## config.mk

```make
export PLATFORM = sky130hd
export DESIGN_NAME = usb4_tc_noc_fifo_ctrl_8_35
export DESIGN_NICKNAME = d
export VERILOG_FILES = /design/src/rtl/usb4_tc_noc_fifo_ctrl_8_35.sv
export SDC_FILE = /design/constraint.sdc
export NUM_CORES = 1
export LEC_CHECK = 0
export ABC_AREA = 1
export CORE_MARGIN = 2
export CORE_UTILIZATION = 45
export CTS_CLUSTER_SIZE = 25
export DETAILED_ROUTE_END_ITERATION = 6
export PLACE_DENSITY = 0.95
export SYNTH_ARGS = -nofsm -noshare
export SYNTH_HDL_FRONTEND = slang
export SYNTH_SLANG_ARGS = --single-unit
```

## constraint.sdc

```tcl
create_clock -name clk -period 5.5 [get_ports clk]
set_clock_uncertainty 0.15 [all_clocks]
set_input_delay 0.55 -clock clk [delete_from_list [all_inputs] [get_ports clk]]
set_output_delay 0.55 -clock clk [all_outputs]
set_load 0.1 [all_outputs]
```

## src/rtl/usb4_tc_noc_fifo_ctrl_8_35.sv

```systemverilog
// Valid/ready FIFO controller for an external 8x35 two-port RAM (sync write, async read)
// with a registered output stage, giving 9 words of total capacity.
module usb4_tc_noc_fifo_ctrl_8_35 #(
  parameter int DEPTH        = 8,
  parameter int WIDTH        = 35,
  parameter int AW           = 3,
  parameter int AFULL_THRESH = 6
) (
  input  logic             clk,
  input  logic             rst,
  input  logic             flush,
  input  logic             in_valid,
  output logic             in_ready,
  input  logic [WIDTH-1:0] in_data,
  output logic             out_valid,
  input  logic             out_ready,
  output logic [WIDTH-1:0] out_data,
  output logic             ram_wen,
  output logic [AW-1:0]    ram_waddr,
  output logic [WIDTH-1:0] ram_wdata,
  output logic             ram_ren,
  output logic [AW-1:0]    ram_raddr,
  input  logic [WIDTH-1:0] ram_rdata,
  output logic [AW:0]      count,
  output logic             almost_full,
  output logic [AW:0]      watermark
);

  localparam logic [AW:0] LP_DEPTH = (AW+1)'(DEPTH);
  localparam logic [AW:0] LP_AFULL = (AW+1)'(AFULL_THRESH);

  logic [AW-1:0]    r_wptr;
  logic [AW-1:0]    r_rptr;
  logic [AW:0]      r_ram_cnt;
  logic             r_ovld;
  logic [WIDTH-1:0] r_oreg;
  logic [AW:0]      r_wm;

  logic             w_push;
  logic             w_pop;
  logic             w_load;
  logic             w_bypass;
  logic             w_ram_empty;
  logic [AW:0]      w_count;

  always_comb begin
    w_ram_empty = (r_ram_cnt == '0);
    // Holding in_ready low during reset guarantees an in-flight word never reaches the RAM.
    in_ready    = !rst && (r_ram_cnt != LP_DEPTH) && !flush;
    out_valid   = r_ovld && !flush;
    w_push      = in_valid && in_ready;
    w_pop       = out_valid && out_ready;
    w_load      = (!r_ovld || w_pop) && !flush;
    ram_ren     = w_load && !w_ram_empty;
    w_bypass    = w_load && w_ram_empty && w_push;
    ram_wen     = w_push && !w_bypass;
    w_count     = r_ram_cnt + {{AW{1'b0}}, r_ovld};
  end

  assign ram_waddr   = r_wptr;
  assign ram_wdata   = in_data;
  assign ram_raddr   = r_rptr;
  assign out_data    = r_oreg;
  assign count       = w_count;
  assign almost_full = (w_count >= LP_AFULL);
  assign watermark   = r_wm;

  always_ff @(posedge clk or posedge rst) begin
    if (rst) begin
      r_wptr    <= '0;
      r_rptr    <= '0;
      r_ram_cnt <= '0;
      r_ovld    <= 1'b0;
      r_oreg    <= '0;
      r_wm      <= '0;
    end else if (flush) begin
      // Output register data is left as-is; only its valid flag is dropped.
      r_wptr    <= '0;
      r_rptr    <= '0;
      r_ram_cnt <= '0;
      r_ovld    <= 1'b0;
      r_wm      <= '0;
    end else begin
      if (ram_wen) begin
        r_wptr <= r_wptr + AW'(1);
      end
      if (ram_ren) begin
        r_oreg <= ram_rdata;
        r_rptr <= r_rptr + AW'(1);
        r_ovld <= 1'b1;
      end else if (w_bypass) begin
        r_oreg <= in_data;
        r_ovld <= 1'b1;
      end else if (w_load) begin
        r_ovld <= 1'b0;
      end
      r_ram_cnt <= r_ram_cnt + {{AW{1'b0}}, ram_wen} - {{AW{1'b0}}, ram_ren};
      if (w_count > r_wm) begin
        r_wm <= w_count;
      end
    end
  end

  // The RAM has no write-through, so a same-address read/write would return stale data.
  a_no_same_addr: assert property (@(posedge clk) disable iff (rst)
    !(ram_wen && ram_ren && (ram_waddr == ram_raddr)));
  a_cnt_bound: assert property (@(posedge clk) disable iff (rst)
    r_ram_cnt <= LP_DEPTH);
  a_no_blind_push: assert property (@(posedge clk) disable iff (rst)
    ram_wen |-> in_ready);

endmodule

```

* Word-level counts from Yosys, hierarchy flattened
Cells that the tools add are included.
Cells by class: mux-type cells 13, equal/unequal tests 1, reductions and logical operators 23, bitwise gates (word level) 1, add/sub/neg operators 5, $lt $le $gt $ge 2
Operators with widths (count):
- 35-bit 2-to-1 mux | 2
- 3-bit 2-to-1 mux | 4
- 4-bit 2-to-1 mux | 3
- 1-bit logical AND | 10
- 4-bit by 1-bit adder with 4-bit output | 2
- 2-bit nonzero test | 4
- 3-bit by 1-bit adder with 3-bit output (second input constant) | 2
- 1-bit zero test | 5
- 4-bit by 3-bit >= comparator with 1-bit output (second input constant) | 1
- 4-bit > comparator | 1
- 4-bit zero test | 1
- 1-bit 2-to-1 mux | 4
- 4-bit inequality test (second input constant) | 1
- 4-bit nonzero test | 1
- 4-bit by 1-bit subtractor with 4-bit output | 1
- 2-bit AND reduction | 1
- 1-bit logical OR | 1
- 1-bit inverter | 1
Storage, ports and cells: output and inout bits 89, word-level logic and storage cells 51, bits in registers 50, bits of input ports 75

* Depth between registers and ports, before layout
depth in word-level cells 12, gate-level depth with buffers 14, mapped depth without buffers 13

* Least setup slack after synthesis
Ideal clock, no wire load.
path kind register -> output, from register r_ovld, to output almost_full, data arrival time 3.164 ns, path buffers 0, stages on the path, launching flop included 6, path slack 1.636 ns, data required time 4.800 ns, cells stage by stage dfrtp_1 -> ha_1 -> ha_1 -> xor2_1 -> nand2_1 -> nand2_1
On the way: longest elaborated chain between the ends 2
Ends and longest elaborated chain:
- start, declared | RTL line 35 | logic r_ovld;
- start signal, assigned | RTL line 73 | r_ovld <= 1'b0;
- start signal, assigned | RTL line 81 | r_ovld <= 1'b0;
- start signal, assigned | RTL line 90 | r_ovld <= 1'b1;
- 4-bit by 1-bit adder with 4-bit output | RTL line 57 | w_count = r_ram_cnt + {{AW{1'b0}}, r_ovld};
- net count[2] | RTL line 24 | output logic [AW:0] count,
- 4-bit by 3-bit >= comparator with 1-bit output | RTL line 65 | assign almost_full = (w_count >= LP_AFULL);
- end, declared | RTL line 25 | output logic almost_full,
The timed path passes the listed nets, and every way through them passes these cells.

* Worst setup path in the final report
from register r_ram_cnt[2], to output ram_ren
On the way: longest elaborated chain between the ends 3
Ends and longest elaborated chain:
- start, declared | RTL line 34 | logic [AW:0] r_ram_cnt;
- start signal, assigned | RTL line 97 | r_ram_cnt <= r_ram_cnt + {{AW{1'b0}}, ram_wen} - {{AW{1'b0}}, ram_ren};
- 4-bit zero test | RTL line 47 | w_ram_empty = (r_ram_cnt == '0);
- 1-bit zero test | RTL line 54 | ram_ren = w_load && !w_ram_empty;
- 1-bit logical AND | RTL line 54
- end, declared | RTL line 21 | output logic ram_ren,
Every way passes these cells.

==> flow_summary.yaml <==
hold_path:
  min_path_type: "register to register"
timing:
  fmax_mhz: 231
  tightest_slew_ns: 1.04
  rsz0062_at_grt: "no"
  drv_slew: 0
  fin_tns_setup_ns: 0
  finalCritPeriodShare: 0.786
  setup_violations: 0
  worst_slack_ns: 1.18
  fin_crit_ns: 4.32
  hold_viol_final: 0
  relSlewSlack: 0.305
finish:
  antenna_cells: 0
  drive_above_1_share: 0.0897
  finalNonFillerCells: 645
  seqCellArea_sq_um: 1250
  nFillCells: 584
  multi_input_area_sq_um: 1630
  syn_to_final_growth_pct: 44.5
  nets: 635
clock_network:
  htreeDepth: 2
  clkLatencyLatePin_ns: 0.30
  holdBufCountCts: 0
  cts_tree: "done"
  clk_pin_slew_worst_paths_ns: 0.10
  postCtsSetupRepairBufs: 0
  root_buffer: "clkbuf_8"
  cts_made_buffers: 5
  ctsResizeCount: 0
  clkSinkCount: 50
  clockBufferDepth: 2
die:
  chipHeight_microns: 90.6
  die_area_sq_um: 8200
  rows: 31
  die_x_microns: 90.6
  core-area_sq_um: 7250
  start_util: 0.465
  num_io_pins: 164
route:
  drt-met1-wl_microns: 3470
  wl_per_cell_microns: 13.7
  vias: 3227
  route.detailed.drc: 0
  viasPerCell: 5.00
  final_antenna_net_count: 0
  drt-total-wl_microns: 8850
  drt_first_pass_iters: 4
  drt_iter0_drc: 160
  met3_wirelength_microns: 609
  top_layer_used: "met4"
  routed-wl-met2_microns: 4720
synth:
  synth_area_sq_um: 3370
  ys_types: 25
  synth_top_area_share: 0.371
  yosys_warnings: 0
  syn_nets: 521
  avgSynthCellArea_sq_um: 7.83
  seq_area_frac_synth: 0.371
  synth_cells: 431
  synth_top_area_cell: "dfrtp_1"
  yosys-top-cells-area: "dfrtp_1, nand2_1, nand3_2"
  synth_seq_cells: 50
placement:
  dp_hpwl_microns: 6560
  portBuffers: 163
  dp.cells: 637
  gp_congestion: 0.854
  pre_cts_slack_ns: 1.24
grt:
  grt_first_pass_wirelength_microns: 14200
  grt-ovfl-total: 0
  grt_use_total: 0.208
  grt_max_degree: 78
  grt_pass1_vias: 3060
  antenna_found_initial: 0
setup_path:
  crit_arrival_ns: 3.62
  worstPathRequired_ns: 4.80
  start_kind: "register"
  end_kind: "primary output"
  critPathMaxFanout: 77
  worstSetupPathType: "register to primary output"
outcome:
  status: "finished clean"
flow_run:
  drv_cap: 0
layout by cell type (no fill, tap or decap), drive strengths merged, types with 2 or more instances in the layout:
cell,instances
clkbuf,6
clkdlybuf4s50,163
nor2,9
dfrtp,50
inv,23
nand4,5
nand2,172
o21ai,2
xor2,3
ha,14
a21oi,3
bufinv,2
nand3,90
cells by family after synthesis:
family	count (synthesis)	share of synthesized area
buffers and inverters	80	0.148
adders and majority gates	15	0.0579
DFF	50	0.371
and+or+nand+nor	277	0.404
xor gates and xnor gates	4	0.0104
AOI/OAI and AO/OA	5	0.00853
area by class of cell:
cell class | count | area share
inverters | 23 | 0.0177
repair buffers | 164 | 0.336
flip-flops and latches | 50 | 0.257
clock buffers | 6 | 0.0169
multi-input cells | 301 | 0.335
clock inverters | 2 | 0.0123
well taps | 99 | 0.0254
final timing paths:
check,start,end,slack [ns],cells past startpoint
hold reg to reg,out_data[23]$_DFFE_PP0P_,out_data[23]$_DFFE_PP0P_,0.36,2
max in group asynchronous,rst,out_data[16]$_DFFE_PP0P_,3.81,2
hold / removal,out_data[23]$_DFFE_PP0P_,out_data[23]$_DFFE_PP0P_,0.36,2
setup / recovery,r_ram_cnt[2]$_DFF_PP0_,ram_ren,1.18,6
min in group asynchronous,rst,r_ram_cnt[1]$_DFF_PP0_,0.73,2
setup reg to reg,r_ram_cnt[2]$_DFF_PP0_,r_ram_cnt[2]$_DFF_PP0_,1.77,11
registers in the layout, summed over array words and instances (netlist names):
name,cells
ram_raddr,3
watermark,4
ram_waddr,3
r_ram_cnt,4
out_data,35
r_ovld,1
worst max-delay path, stage by stage (launching register included):
cell and delay (ns):
dfrtp_1 0.43, inv_1 0.13, ha_1 0.19, nand3_2 0.65, nand2_8 0.79, inv_2 0.12
clkdlybuf4s50_1 1.00
cells in the mapped netlist:
| library cell | instances |
|---|---|
| a21oi_1 | 2 |
| a21oi_2 | 1 |
| and2_0 | 1 |
| buf_1 | 1 |
| buf_2 | 9 |
| buf_4 | 38 |
| buf_6 | 6 |
| clkbuf_1 | 3 |
| dfrtp_1 | 50 |
| fa_1 | 1 |
| ha_1 | 14 |
| inv_1 | 20 |
| inv_2 | 3 |
| nand2_1 | 170 |
| nand2_4 | 1 |
| nand2_8 | 1 |
| nand3_1 | 59 |
| nand3_2 | 31 |
| nand4_1 | 4 |
| nand4_4 | 1 |
| nor2_1 | 8 |
| nor2_2 | 1 |
| o21ai_1 | 2 |
| xnor2_1 | 1 |
| xor2_1 | 3 |
routing by layer:
metal / up-vias / global-route usage
met2: 115 / 0.383
met1: 1532 / 0.243
met5: - / 0
li1: 1576 / -
met3: 4 / 0.0476
met4: 0 / 0.0500
through the flow:
| stage | hold slack (ns) | utilization | cell area, sq um |
|---|---|---|---|
| after floorplan | 0.465 | - | 3370 |
| after global placement | 0.339 | 0.652 | 4730 |
| after detailed placement | 0.345 | 0.652 | 4730 |
| after CTS | 0.368 | 0.672 | 4870 |
| after global routing | 0.395 | 0.672 | 4870 |
| final | 0.365 | 0.672 | 4870 |
Power is not shown: default switching activity piles up to over one toggle a cycle in this logic, so the estimate is an artifact.
